$ cat config.mk
export PLATFORM = sky130hd
export DESIGN_NAME = unidade_controle_jogo_flat
export DESIGN_NICKNAME = d
export VERILOG_FILES = /design/src/rtl/unidade_controle_jogo_pkg.sv /design/src/rtl/unidade_controle_jogo_if.sv /design/src/rtl/unidade_controle_jogo_contador_timeout.sv /design/src/rtl/unidade_controle_jogo.sv /design/src/flat_wrapper.sv
export SDC_FILE = /design/constraint.sdc
export NUM_CORES = 1
export LEC_CHECK = 0
export ABC_AREA = 1
export BUFFER_PORTS_ARGS = -buffer_cell sky130_fd_sc_hd__buf_2
export CORE_UTILIZATION = 50
export CTS_CLUSTER_SIZE = 20
export DETAILED_ROUTE_END_ITERATION = 10
export PLACE_DENSITY = 0.72
export SLEW_MARGIN = 20
export SYNTH_ARGS = -nofsm -noshare
export SYNTH_HDL_FRONTEND = slang
export SYNTH_HIERARCHICAL = 1
export SYNTH_SLANG_ARGS = --single-unit
$ cat constraint.sdc
create_clock -name clock -period 4.9 [get_ports clock]
set_clock_uncertainty 0.1 [all_clocks]
set_input_delay 0.49 -clock clock [delete_from_list [all_inputs] [get_ports clock]]
set_output_delay 0.49 -clock clock [all_outputs]
set_load 0.01 [all_outputs]
$ cat src/rtl/unidade_controle_jogo_pkg.sv
// Shared definitions for the memory-game control unit: state codes (also shown
// on the debug 7-segment display), timeout defaults and the Moore output decode.
package unidade_controle_jogo_pkg;

    localparam logic [3:0] ST_INICIAL        = 4'h0;
    localparam logic [3:0] ST_PREPARACAO     = 4'h1;
    localparam logic [3:0] ST_INICIA_RODADA  = 4'h2;
    localparam logic [3:0] ST_ESPERA_JOGADA  = 4'h3;
    localparam logic [3:0] ST_REGISTRA       = 4'h4;
    localparam logic [3:0] ST_COMPARA        = 4'h5;
    localparam logic [3:0] ST_PROXIMA_JOGADA = 4'h6;
    localparam logic [3:0] ST_PROXIMA_RODADA = 4'h7;
    localparam logic [3:0] ST_FIM_ACERTO     = 4'hA;
    localparam logic [3:0] ST_FIM_TIMEOUT    = 4'hD;
    localparam logic [3:0] ST_FIM_ERRO       = 4'hE;

    localparam int TIMEOUT_CICLOS_PADRAO = 5000;
    localparam int TIMEOUT_W_PADRAO      = 13;

    typedef struct packed {
        logic zeraE;
        logic contaE;
        logic zeraR;
        logic contaR;
        logic registraR;
        logic pronto;
        logic ganhou;
        logic perdeu;
        logic db_timeout;
    } saidas_t;

    // Strobes and flags asserted while sitting in a given state; unused codes give all zeros.
    function automatic saidas_t decodifica_saidas(input logic [3:0] estado);
        saidas_t s;
        s = '0;
        case (estado)
            ST_PREPARACAO:     begin s.zeraR = 1'b1; s.zeraE = 1'b1; end
            ST_INICIA_RODADA:  s.zeraE = 1'b1;
            ST_REGISTRA:       s.registraR = 1'b1;
            ST_PROXIMA_JOGADA: s.contaE = 1'b1;
            ST_PROXIMA_RODADA: s.contaR = 1'b1;
            ST_FIM_ACERTO:     begin s.pronto = 1'b1; s.ganhou = 1'b1; end
            ST_FIM_ERRO:       begin s.pronto = 1'b1; s.perdeu = 1'b1; end
            ST_FIM_TIMEOUT:    begin s.pronto = 1'b1; s.perdeu = 1'b1; s.db_timeout = 1'b1; end
            default:           s = '0;
        endcase
        return s;
    endfunction

    // Codes that correspond to a real state; anything else reads back as inicial.
    function automatic logic estado_valido(input logic [3:0] estado);
        case (estado)
            ST_INICIAL, ST_PREPARACAO, ST_INICIA_RODADA, ST_ESPERA_JOGADA,
            ST_REGISTRA, ST_COMPARA, ST_PROXIMA_JOGADA, ST_PROXIMA_RODADA,
            ST_FIM_ACERTO, ST_FIM_TIMEOUT, ST_FIM_ERRO: return 1'b1;
            default:                                     return 1'b0;
        endcase
    endfunction

endpackage

$ cat src/rtl/unidade_controle_jogo_if.sv
// Control/status bundle between the game control unit (master) and the datapath (slave).
interface unidade_controle_jogo_if;

    logic       jogar;
    logic       tem_jogada;
    logic       jogada_correta;
    logic       enderecoIgualRodada;
    logic       fimR;

    logic       zeraE;
    logic       contaE;
    logic       zeraR;
    logic       contaR;
    logic       registraR;
    logic       pronto;
    logic       ganhou;
    logic       perdeu;
    logic       db_timeout;
    logic [3:0] db_estado;

    modport master (
        input  jogar, tem_jogada, jogada_correta, enderecoIgualRodada, fimR,
        output zeraE, contaE, zeraR, contaR, registraR,
        output pronto, ganhou, perdeu, db_timeout, db_estado
    );

    modport slave (
        output jogar, tem_jogada, jogada_correta, enderecoIgualRodada, fimR,
        input  zeraE, contaE, zeraR, contaR, registraR,
        input  pronto, ganhou, perdeu, db_timeout, db_estado
    );

endinterface

$ cat src/rtl/unidade_controle_jogo_contador_timeout.sv
// Per-play inactivity counter: cleared by zera_i, advanced by conta_i,
// fim_o flags the last allowed waiting cycle.
module unidade_controle_jogo_contador_timeout #(
    parameter int TIMEOUT_CICLOS = 5000,
    parameter int TIMEOUT_W      = 13
) (
    input  logic clock,
    input  logic reset,
    input  logic zera_i,
    input  logic conta_i,
    output logic fim_o
);

    localparam logic [TIMEOUT_W-1:0] TC_FIM = TIMEOUT_W'(TIMEOUT_CICLOS - 1);

    logic [TIMEOUT_W-1:0] tc_q;
    logic [TIMEOUT_W-1:0] tc_d;

    // Clear has priority; the FSM leaves the waiting state at TC_FIM so the count never wraps.
    always_comb begin
        tc_d = tc_q;
        if (zera_i) begin
            tc_d = '0;
        end else if (conta_i) begin
            tc_d = tc_q + 1'b1;
        end
    end

    // Counter register with synchronous reset.
    always_ff @(posedge clock) begin
        if (reset) begin
            tc_q <= '0;
        end else begin
            tc_q <= tc_d;
        end
    end

    assign fim_o = (tc_q == TC_FIM);

endmodule

$ cat src/rtl/unidade_controle_jogo.sv
// Control unit for the memory-sequence game: Moore FSM issuing datapath strobes.
//
// state             | meaning
// 0x0 inicial       | idle, waiting for jogar
// 0x1 preparacao    | clear round and address counters
// 0x2 inicia_rodada | clear address counter at start of a round
// 0x3 espera_jogada | waiting for a button play, timeout running
// 0x4 registra      | load play register
// 0x5 compara       | evaluate compare result
// 0x6 proxima_jogada| advance play address
// 0x7 proxima_rodada| advance round counter
// 0xA fim_acerto    | game won
// 0xD fim_timeout   | game lost by inactivity
// 0xE fim_erro      | game lost by wrong play
module unidade_controle_jogo
    import unidade_controle_jogo_pkg::*;
#(
    parameter int TIMEOUT_CICLOS = TIMEOUT_CICLOS_PADRAO,
    parameter int TIMEOUT_W      = TIMEOUT_W_PADRAO
) (
    input  logic                   clock,
    input  logic                   reset,
    unidade_controle_jogo_if.master ctl
);

    logic [3:0] estado_q;
    logic [3:0] estado_d;
    logic       tc_zera;
    logic       tc_conta;
    logic       tc_fim;
    saidas_t    saidas;

    unidade_controle_jogo_contador_timeout #(
        .TIMEOUT_CICLOS (TIMEOUT_CICLOS),
        .TIMEOUT_W      (TIMEOUT_W)
    ) u_contador_timeout (
        .clock   (clock),
        .reset   (reset),
        .zera_i  (tc_zera),
        .conta_i (tc_conta),
        .fim_o   (tc_fim)
    );

    // Every path into espera_jogada passes through a state that clears the counter.
    assign tc_zera  = (estado_q == ST_PREPARACAO) || (estado_q == ST_INICIA_RODADA)
                   || (estado_q == ST_PROXIMA_JOGADA);
    assign tc_conta = (estado_q == ST_ESPERA_JOGADA);

    // Next-state logic; a play wins over a simultaneous timeout.
    always_comb begin
        estado_d = estado_q;
        case (estado_q)
            ST_INICIAL:        if (ctl.jogar) estado_d = ST_PREPARACAO;
            ST_PREPARACAO:     estado_d = ST_INICIA_RODADA;
            ST_INICIA_RODADA:  estado_d = ST_ESPERA_JOGADA;
            ST_ESPERA_JOGADA: begin
                if (ctl.tem_jogada)  estado_d = ST_REGISTRA;
                else if (tc_fim)     estado_d = ST_FIM_TIMEOUT;
            end
            ST_REGISTRA:       estado_d = ST_COMPARA;
            ST_COMPARA: begin
                if (!ctl.jogada_correta)                      estado_d = ST_FIM_ERRO;
                else if (ctl.enderecoIgualRodada && ctl.fimR) estado_d = ST_FIM_ACERTO;
                else if (ctl.enderecoIgualRodada)             estado_d = ST_PROXIMA_RODADA;
                else                                          estado_d = ST_PROXIMA_JOGADA;
            end
            ST_PROXIMA_JOGADA: estado_d = ST_ESPERA_JOGADA;
            ST_PROXIMA_RODADA: estado_d = ST_INICIA_RODADA;
            ST_FIM_ACERTO, ST_FIM_ERRO, ST_FIM_TIMEOUT:
                               if (ctl.jogar) estado_d = ST_PREPARACAO;
            default:           estado_d = ST_INICIAL;
        endcase
    end

    // State register with synchronous reset.
    always_ff @(posedge clock) begin
        if (reset) begin
            estado_q <= ST_INICIAL;
        end else begin
            estado_q <= estado_d;
        end
    end

    assign saidas         = decodifica_saidas(estado_q);
    assign ctl.zeraE      = saidas.zeraE;
    assign ctl.contaE     = saidas.contaE;
    assign ctl.zeraR      = saidas.zeraR;
    assign ctl.contaR     = saidas.contaR;
    assign ctl.registraR  = saidas.registraR;
    assign ctl.pronto     = saidas.pronto;
    assign ctl.ganhou     = saidas.ganhou;
    assign ctl.perdeu     = saidas.perdeu;
    assign ctl.db_timeout = saidas.db_timeout;
    assign ctl.db_estado  = estado_valido(estado_q) ? estado_q : ST_INICIAL;

endmodule
$ cat src/flat_wrapper.sv
// flat-port wrapper written by rule: the top's interface ports become plain ports
module unidade_controle_jogo_flat import unidade_controle_jogo_pkg::*;
#(
    parameter int TIMEOUT_CICLOS = TIMEOUT_CICLOS_PADRAO,
    parameter int TIMEOUT_W      = TIMEOUT_W_PADRAO
)
  (clock, reset, ctl_jogar, ctl_tem_jogada, ctl_jogada_correta, ctl_enderecoIgualRodada, ctl_fimR, ctl_zeraE, ctl_contaE, ctl_zeraR, ctl_contaR, ctl_registraR, ctl_pronto, ctl_ganhou, ctl_perdeu, ctl_db_timeout, ctl_db_estado);
  unidade_controle_jogo_if ctl_i ();
  input  logic clock;
  input  logic reset;
  input wire logic [$bits(ctl_i.jogar)-1:0] ctl_jogar;
  input wire logic [$bits(ctl_i.tem_jogada)-1:0] ctl_tem_jogada;
  input wire logic [$bits(ctl_i.jogada_correta)-1:0] ctl_jogada_correta;
  input wire logic [$bits(ctl_i.enderecoIgualRodada)-1:0] ctl_enderecoIgualRodada;
  input wire logic [$bits(ctl_i.fimR)-1:0] ctl_fimR;
  output wire logic [$bits(ctl_i.zeraE)-1:0] ctl_zeraE;
  output wire logic [$bits(ctl_i.contaE)-1:0] ctl_contaE;
  output wire logic [$bits(ctl_i.zeraR)-1:0] ctl_zeraR;
  output wire logic [$bits(ctl_i.contaR)-1:0] ctl_contaR;
  output wire logic [$bits(ctl_i.registraR)-1:0] ctl_registraR;
  output wire logic [$bits(ctl_i.pronto)-1:0] ctl_pronto;
  output wire logic [$bits(ctl_i.ganhou)-1:0] ctl_ganhou;
  output wire logic [$bits(ctl_i.perdeu)-1:0] ctl_perdeu;
  output wire logic [$bits(ctl_i.db_timeout)-1:0] ctl_db_timeout;
  output wire logic [$bits(ctl_i.db_estado)-1:0] ctl_db_estado;
  assign ctl_i.jogar = ctl_jogar;
  assign ctl_i.tem_jogada = ctl_tem_jogada;
  assign ctl_i.jogada_correta = ctl_jogada_correta;
  assign ctl_i.enderecoIgualRodada = ctl_enderecoIgualRodada;
  assign ctl_i.fimR = ctl_fimR;
  assign ctl_zeraE = ctl_i.zeraE;
  assign ctl_contaE = ctl_i.contaE;
  assign ctl_zeraR = ctl_i.zeraR;
  assign ctl_contaR = ctl_i.contaR;
  assign ctl_registraR = ctl_i.registraR;
  assign ctl_pronto = ctl_i.pronto;
  assign ctl_ganhou = ctl_i.ganhou;
  assign ctl_perdeu = ctl_i.perdeu;
  assign ctl_db_timeout = ctl_i.db_timeout;
  assign ctl_db_estado = ctl_i.db_estado;
  unidade_controle_jogo #(.TIMEOUT_CICLOS(TIMEOUT_CICLOS), .TIMEOUT_W(TIMEOUT_W)) u_core (.clock(clock), .reset(reset), .ctl(ctl_i));
endmodule
==> summary.txt, run 1 <==
Status
  – Status: completed

Clock network
  – Number of clock sinks: 18
  – CTS tree: done
  – Cts repair resizes: 0
  – Hold_buf cts: 0
  – CTS buffer count: 3
  – Worst skew pair latency: just under 0.3 ns
  – # H-tree levels: 1
  – Post-CTS setup buffers: 0
  – Max Root-Sink Buffers: 2
  – CTS root buffer: clkbuf_4
  – Worst-path clk slew: about 0.1 ns

Floorplanning
  – Starting density of the core: 53.0%
  – Io pins: 20
  – Num rows: 17
  – DIE WIDTH: approximately 50 um
  – Core area: 2210 um^2
  – Die ar.: approximately 2500 um^2
  – Die Y: around 50 um

STA
  – Final Hold Slack: 0.347 ns
  – Final TNS setup: 0 ns
  – Min Clock Period, post-route: between 2 and 2.5 ns
  – Final hold viol count: 0
  – Fmax: 499 MHz
  – Relative slew margins: a little under half
  – Worst slew pin tran: slightly below 0.8 ns
  – Fin crit share: 40.9%
  – Pins Over Slew Limit: 0
  – RSZ-0062 raised after global routing: false
  – Final-report setup violation count: 0

Cells and area
  – # fillers: 241
  – Final nets: 224
  – # diodes: 0
  – Multi-input logic area: ~680 um^2
  – Area delta synth->final: 13.8%
  – Share of layout cells above drive strength 1: approximately 20%
  – Sequential cell area: 360 um^2

Placement
  – Number of I/O port buffers: 19
  – Final RePlAce weighted congestion: 0.819
  – Detailed placement HPWL: between 2 and 2.5 mm

Worst setup path
  – Reg2Reg Depth: 14
  – Max incr delay on CP: approximately 0.47 ns
  – Largest delay share family, worst path: simple AND/OR/NAND/NOR gates
  – CP startpoint kind: register
  – Worst path depth: 14
  – Worst-path cell chain: inv_2, nand2_2, nand2_1, nand2_2, nand3_4, nand2_4, nand2_4, o21bai_1, nand2_1, nand2_1, ha_1, inv_1, nand3_1, nand3_1
  – CP Capture Type: register
  – CP dominant cell by count: nand2_1
  – CP max FO: 6
  – Crit path buf inv count: 2
  – CP Class: reg2reg
  – Crit path max-delay cell type: dfxtp_1
  – Critical Path RT: ~5 ns
  – Critical Path AT: about 2.1 ns

Synth
  – Synth warn: 6
  – Post-synthesis xor/xnor area fraction: 0.747%
  – Syn_nets: 201
  – Mean post-synth cell area: between 6 and 7 um^2
  – Cell count after synthesis: roughly 190
  – Library cells used by synthesis: 23
  – Compound-Gate Fraction of Synth Area: 10.1%
  – Synth Area in Simple Gates: between 40% and 50%
  – Largest family of logic cells by synthesized area: simple AND/OR/NAND/NOR gates
  – Flops & latches, synth: 18
  – Post-synthesis sequential area ratio: 30.7%
  – Post-synthesis mux area share: 0%
  – Post-Syn Area: between 1000 and 1500 um^2
  – Adder-cell share of the synthesized area: ~2.1%

Global route
  – Vias in the first global route: approximately 1100
  – Grt total ovfl: 0
  – First-pass GRT wire length: 4.45 mm
  – GRT Resource Usage Total: a little under a quarter
  – Largest net degree at the start of global routing: 13
  – Initial antenna violation count: 0

Detailed routing
  – Via count: around 1200
  – TritonRoute pass-1 iters: 4
  – Final wirelength: 2.63 mm
  – Routed Antenna Nets: 0
  – Drc violations: 0
  – Vias per inst: between 5 and 6
  – DRT iter0 DRCs: 19
  – Routed length per instance: roughly 11 um

Run
  – MaxCap Viol Count: 0

Pwr
  – Power Density: 375 nW/um^2
  – Pleak: around 0.66 nW
  – Max IR drop VDD: about 0.19 mV

Worst hold path
  – Hold path cells: 2
  – Hold crit path type: in2reg
[placed cells by master, fill, tap and decap left out]
cell      count
nand2_1      43
nor2_1       32
inv_1        30
buf_2        19
dfxtp_1      18
nand3_1      16
a21oi_1      10
o21ai_0       8
nor2_2        7
nand2_2       6
clkbuf_4      3
inv_2         3
nand4_1       3
nand2_4       2
nor3_1        2
ha_1          2
and2_1        2
clkbuf_8      1
nor4_1        1
nand3_4       1
o21bai_1      1
o22ai_1       1
a21oi_2       1
a31oi_1       1
xor2_1        1
[worst register-to-register path, delay by kind of cell (launching register included)]
kind	cells	cell delay (ns)
AOI/OAI and AO/OA	1	0.18
and+or+nand+nor	10	0.77
DFF	1	0.47
adders and majority gates	1	0.26
buffers and inverters	2	0.13
[flip-flops by register name (all words and copies together) (netlist names), named ones only]
name and flops:
u_core/u_contador_timeout/tc_q 13, u_core/estado_q 4
[per-stage QoR]
| stage | setup slack, ns | power (mW) | area, um^2 | std cells | utilization [%] |
|---|---|---|---|---|---|
| 2_1_floorplan | 3.11 | 0.352 | 1170 | 192 | - |
| 3_3_place_gp | 2.95 | 0.403 | 1300 | 238 | 58.7 |
| 3_5_place_dp | 2.91 | 0.410 | 1300 | 238 | 58.7 |
| 4_1_cts | 2.89 | 0.503 | 1330 | 242 | 60.3 |
| 5_1_grt | 2.73 | 0.540 | 1330 | 242 | 60.3 |
| 6_report | 2.89 | 0.500 | 1330 | 242 | 60.3 |
[layout make-up]
type                    instances  area share (%)
clock buffers                   4            2.72
inverters                      33            9.29
multi-input cells             140            51.2
flip-flops and latches         18            27.0
well taps                      28            2.63
repair buffers                 19            7.13
[cells in the mapped netlist]
cell,instances,area [um^2]
nand2_1,43,161
nor2_1,32,120
inv_1,30,113
dfxtp_1,18,360
nand3_1,16,80.1
a21oi_1,10,50.1
o21ai_0,8,40.0
nor2_2,7,43.8
nand2_2,6,37.5
inv_2,3,11.3
nand4_1,3,18.8
and2_1,2,12.5
ha_1,2,25.0
nand2_4,2,22.5
nor3_1,2,10.0
a21oi_2,1,8.76
a31oi_1,1,6.26
buf_2,1,5.00
nand3_4,1,17.5
nor4_1,1,6.26
o21bai_1,1,7.51
o22ai_1,1,6.26
xor2_1,1,8.76
[report_power, final]
group          total (mW)  internal, mW  switching [mW]
sequential          0.177         0.157          0.0193
clock              0.0917        0.0453          0.0464
combinational       0.232        0.0842           0.147
[kinds of logic (layout without fill, tap and decap cells)]
family | count (synthesis) | after routing
simple gates | 115 | 115
flops | 18 | 18
compound gates | 22 | 22
fa+ha+maj | 2 | 2
buf+inv | 34 | 56
xor+xnor | 1 | 1
[routing by layer]
metal / share of wire, % / track usage, % / vias up
li1: - / - / 644
met4: 1.4 / 11.1 / 0
met1: 42 / 25.0 / 544
met5: 0 / 0 / -
met3: 3.7 / 5.15 / 4
met2: 52 / 43.6 / 23
[path summary, 6_finish.rpt]
kind | start | end | slack [ns]
worst max-delay path | u_core/estado_q[1] | register | 2.89
worst min-delay path | reset | u_core/estado_q[0] | 0.35
worst max register to register | u_core/estado_q[1] | register | 2.89
worst min register to register | u_core/u_contador_timeout/tc_q[1] | u_core/u_contador_timeout/tc_q[1] | 0.41
Note: power is estimated with default switching activity, not from simulation.
==> run 2: changes to the inputs <==
- CORE_UTILIZATION: 50 -> 49
- PLACE_DENSITY: 0.72 -> 0.74
- clock period: 4.9 -> 1.8 ns (I/O delays scaled with it)
==> run 2 against run 1 <==
  * The run now ends with negative setup slack left
  * Global-route usage up 2.3 points
  * Clock power rose to 2.7 times the previous value
  * Register-to-register slack worse by 3.0 ns
  * Critical path type unchanged
  * Routed wire length up 16%
  * Sequential cell count unchanged
  * Fmax up 6.8%
  * Sequential power rose to 2.7 times the previous value
  * Non-clock buffer count up 29
  * Combinational power rose to 3.8 times the previous value
==> summary.txt, run 2 (synthesized netlist as in run 1, its figures left out) <==
Status
  – Status: complete, but fails checks
  – Failing checks: negative setup slack

Worst setup path
  – Max incr delay on CP: 0.35 ns (-0.12 ns)
  – Critical Path RT: 1.87 ns (-3.12 ns)
  – Critical Path AT: 1.95 ns (-0.14 ns)
  – CP Class: reg2reg
  – CP dominant cell by count: nand3_1
  – CP max FO: 4 (-2)
  – CP Capture Type: register
  – CP startpoint kind: register
  – Worst-path cell chain: ha_2, nand3_1, nor2_1, inv_1, nand2_2, nand2_4, o21bai_4, nand2_1, nand2_1, ha_1, inv_1, nand3_1, nand3_1
  – Crit path max-delay cell type: dfxtp_2

Clock network
  – # H-tree levels: 1 (unchanged)
  – Number of clock sinks: 18 (unchanged)
  – CTS tree: done
  – Max Root-Sink Buffers: 2 (unchanged)
  – CTS buffer count: 3 (unchanged)
  – Worst-path clk slew: 0.11 ns (about the same)
  – CTS root buffer: clkbuf_4
  – Hold_buf cts: 0 (unchanged)
  – Worst skew pair latency: 0.29 ns (about the same)

Cells and area
  – Flip-flop count of the largest register after layout: 13 (unchanged)
  – Final nets: 253 (+13%)
  – Most frequent cells in the layout: nand2_1, nor2_1, inv_1
  – Regs by FF count: u_core/u_contador_timeout/tc_q (13), u_core/estado_q (4)
  – Fin cells: 271 (+12%)
  – Most common cell after layout, fill and taps aside: nand2_1
  – Area delta synth->final: 35.0%
  – # diodes: 0 (unchanged)
  – Final std cell area, no fill: 1580 um^2 (+19%)
  – Share of layout cells above drive strength 1: 34.6% (+14 points)
  – Most flops, register: u_core/u_contador_timeout/tc_q
  – Post-layout util: 70.9% (+11 points)

STA
  – PnR worst setup slack: -0.0783 ns (-2.97 ns)
  – Worst slew pin tran: 0.229 ns (-0.559 ns)
  – Final hold viol count: 0 (unchanged)
  – Fin crit share: 104% (+63 points)
  – Final-report setup violation count: 1 (+1)
  – Min Clock Period, post-route: 1.88 ns (-0.127 ns)
  – RSZ-0062 raised after global routing: true
  – Final Hold Slack: 0.0508 ns (-0.296 ns)
  – Pins Over Slew Limit: 0 (unchanged)
  – Final TNS setup: -0.0783 ns (-0.0783 ns)
  – Fmax: 532 MHz (+6.8%)
  – Relative slew margins: 84.6% (+37 points)

Floorplanning
  – Io pins: 20 (unchanged)
  – Starting density of the core: 52.5% (-0.50 points)
  – DIE WIDTH: 50.9 um (+0.98%)
  – Die ar.: 2590 um^2 (+2.0%)
  – Core area: 2230 um^2 (+0.96%)
  – Die Y: 50.9 um (+0.98%)
  – Num rows: 17 (unchanged)

Global route
  – Largest net degree at the start of global routing: 13 (unchanged)
  – Initial antenna violation count: 0 (unchanged)
  – First-pass GRT wire length: 5.02 mm (+13%)
  – Grt total ovfl: 0 (unchanged)
  – GRT Resource Usage Total: 25.9% (+2.3 points)
  – Vias in the first global route: 1169 (+4.2%)

Placement
  – Number of I/O port buffers: 19 (unchanged)
  – Detailed placement HPWL: 2.38 mm (+12%)
  – Placed Instance Area: 1510 um^2 (+16%)
  – Placed insts: 266 (+12%)
  – Final RePlAce weighted congestion: 0.850 (+3.7%)
  – Post-place setup slack: -0.126 ns (-3.04 ns)

Detailed routing
  – Routed Antenna Nets: 0 (unchanged)
  – Routed length per instance: 11.2 um (+3.5%)
  – DRT iter0 DRCs: 40 (+21)
  – Vias per inst: 4.99 (-0.63%)
  – Via count: 1352 (+11%)
  – TritonRoute pass-1 iters: 4 (unchanged)
  – Final wirelength: 3.05 mm (+16%)
  – Drc violations: 0 (unchanged)

Pwr
  – Max IR drop VDD: 0.966 mV (+410%)
  – Clk pwr share: 15.4% (-2.9 points)
  – Internal power: 0.956 mW (+230%)
  – Total power: 1.60 mW (+220%)
  – Sw Ratio: 40.3% (-2.4 points)
  – Pleak: 0.813 nW (+23%)
  – Combinational power share: 54.7% (+8.4 points)
  – Power Density: 1010 nW/um^2 (+170%)
  – Sequential share of power: 29.8% (-5.5 points)
  – Switching power of the nets: 0.644 mW (+200%)

Worst hold path
  – Hold crit path type: in2reg

Run
  – MaxCap Viol Count: 0 (unchanged)
run 2: area by class of cell:
class                           count  area, um^2
Multi-Input combinational cell    140         704
Timing Repair Buffer               48         313
Sequential cell                    18         370
Clock buffer                        4        36.3
Tap cell                           28        35.0
Inverter                           33         124
Fill cell                         196         651
run 2: worst max-delay path, delay by kind of cell (launching register included):
kind | cells | cell delay, ns
simple gates | 8 | 0.59
compound gates | 1 | 0.17
fa+ha+maj | 2 | 0.46
flops | 1 | 0.35
buf+inv | 2 | 0.08
run 2: what timing repair did:
action	CTS	global route
resized for setup	13	0
buffers inserted	1	0
setup endpoints to repair	1	3
hold endpoints to repair	0	0
pin swaps	2	0
run 2: routing by layer:
layer	up-vias	wire length [um]	GRT usage (%)
li1	702	-	-
met2	37	1410	41.9
met4	0	17	6.48
met3	2	166	3.87
met5	-	0	0
met1	611	1450	35.6
run 2: power groups by stage:
| stage | Sequential, mW | Clock (mW) | Combinational [mW] |
|---|---|---|---|
| after floorplan | 0.476 | 0 | 0.481 |
| after global placement | 0.473 | 0 | 0.794 |
| after detailed placement | 0.477 | 0 | 0.810 |
| after CTS | 0.475 | 0.255 | 0.863 |
| after global routing | 0.483 | 0.271 | 0.967 |
| final | 0.477 | 0.247 | 0.876 |
run 2: path summary, 6_finish.rpt:
check / start / endpoint / slack [ns] / depth (start not counted)
hold / removal: reset / u_core/estado_q[1] / 0.05 / 2
hold reg to reg: u_core/u_contador_timeout/tc_q[11] / u_core/u_contador_timeout/tc_q[11] / 0.45 / 2
setup reg to reg: u_core/u_contador_timeout/tc_q[1] / register / -0.08 / 13
setup / recovery: u_core/u_contador_timeout/tc_q[1] / register / -0.08 / 13
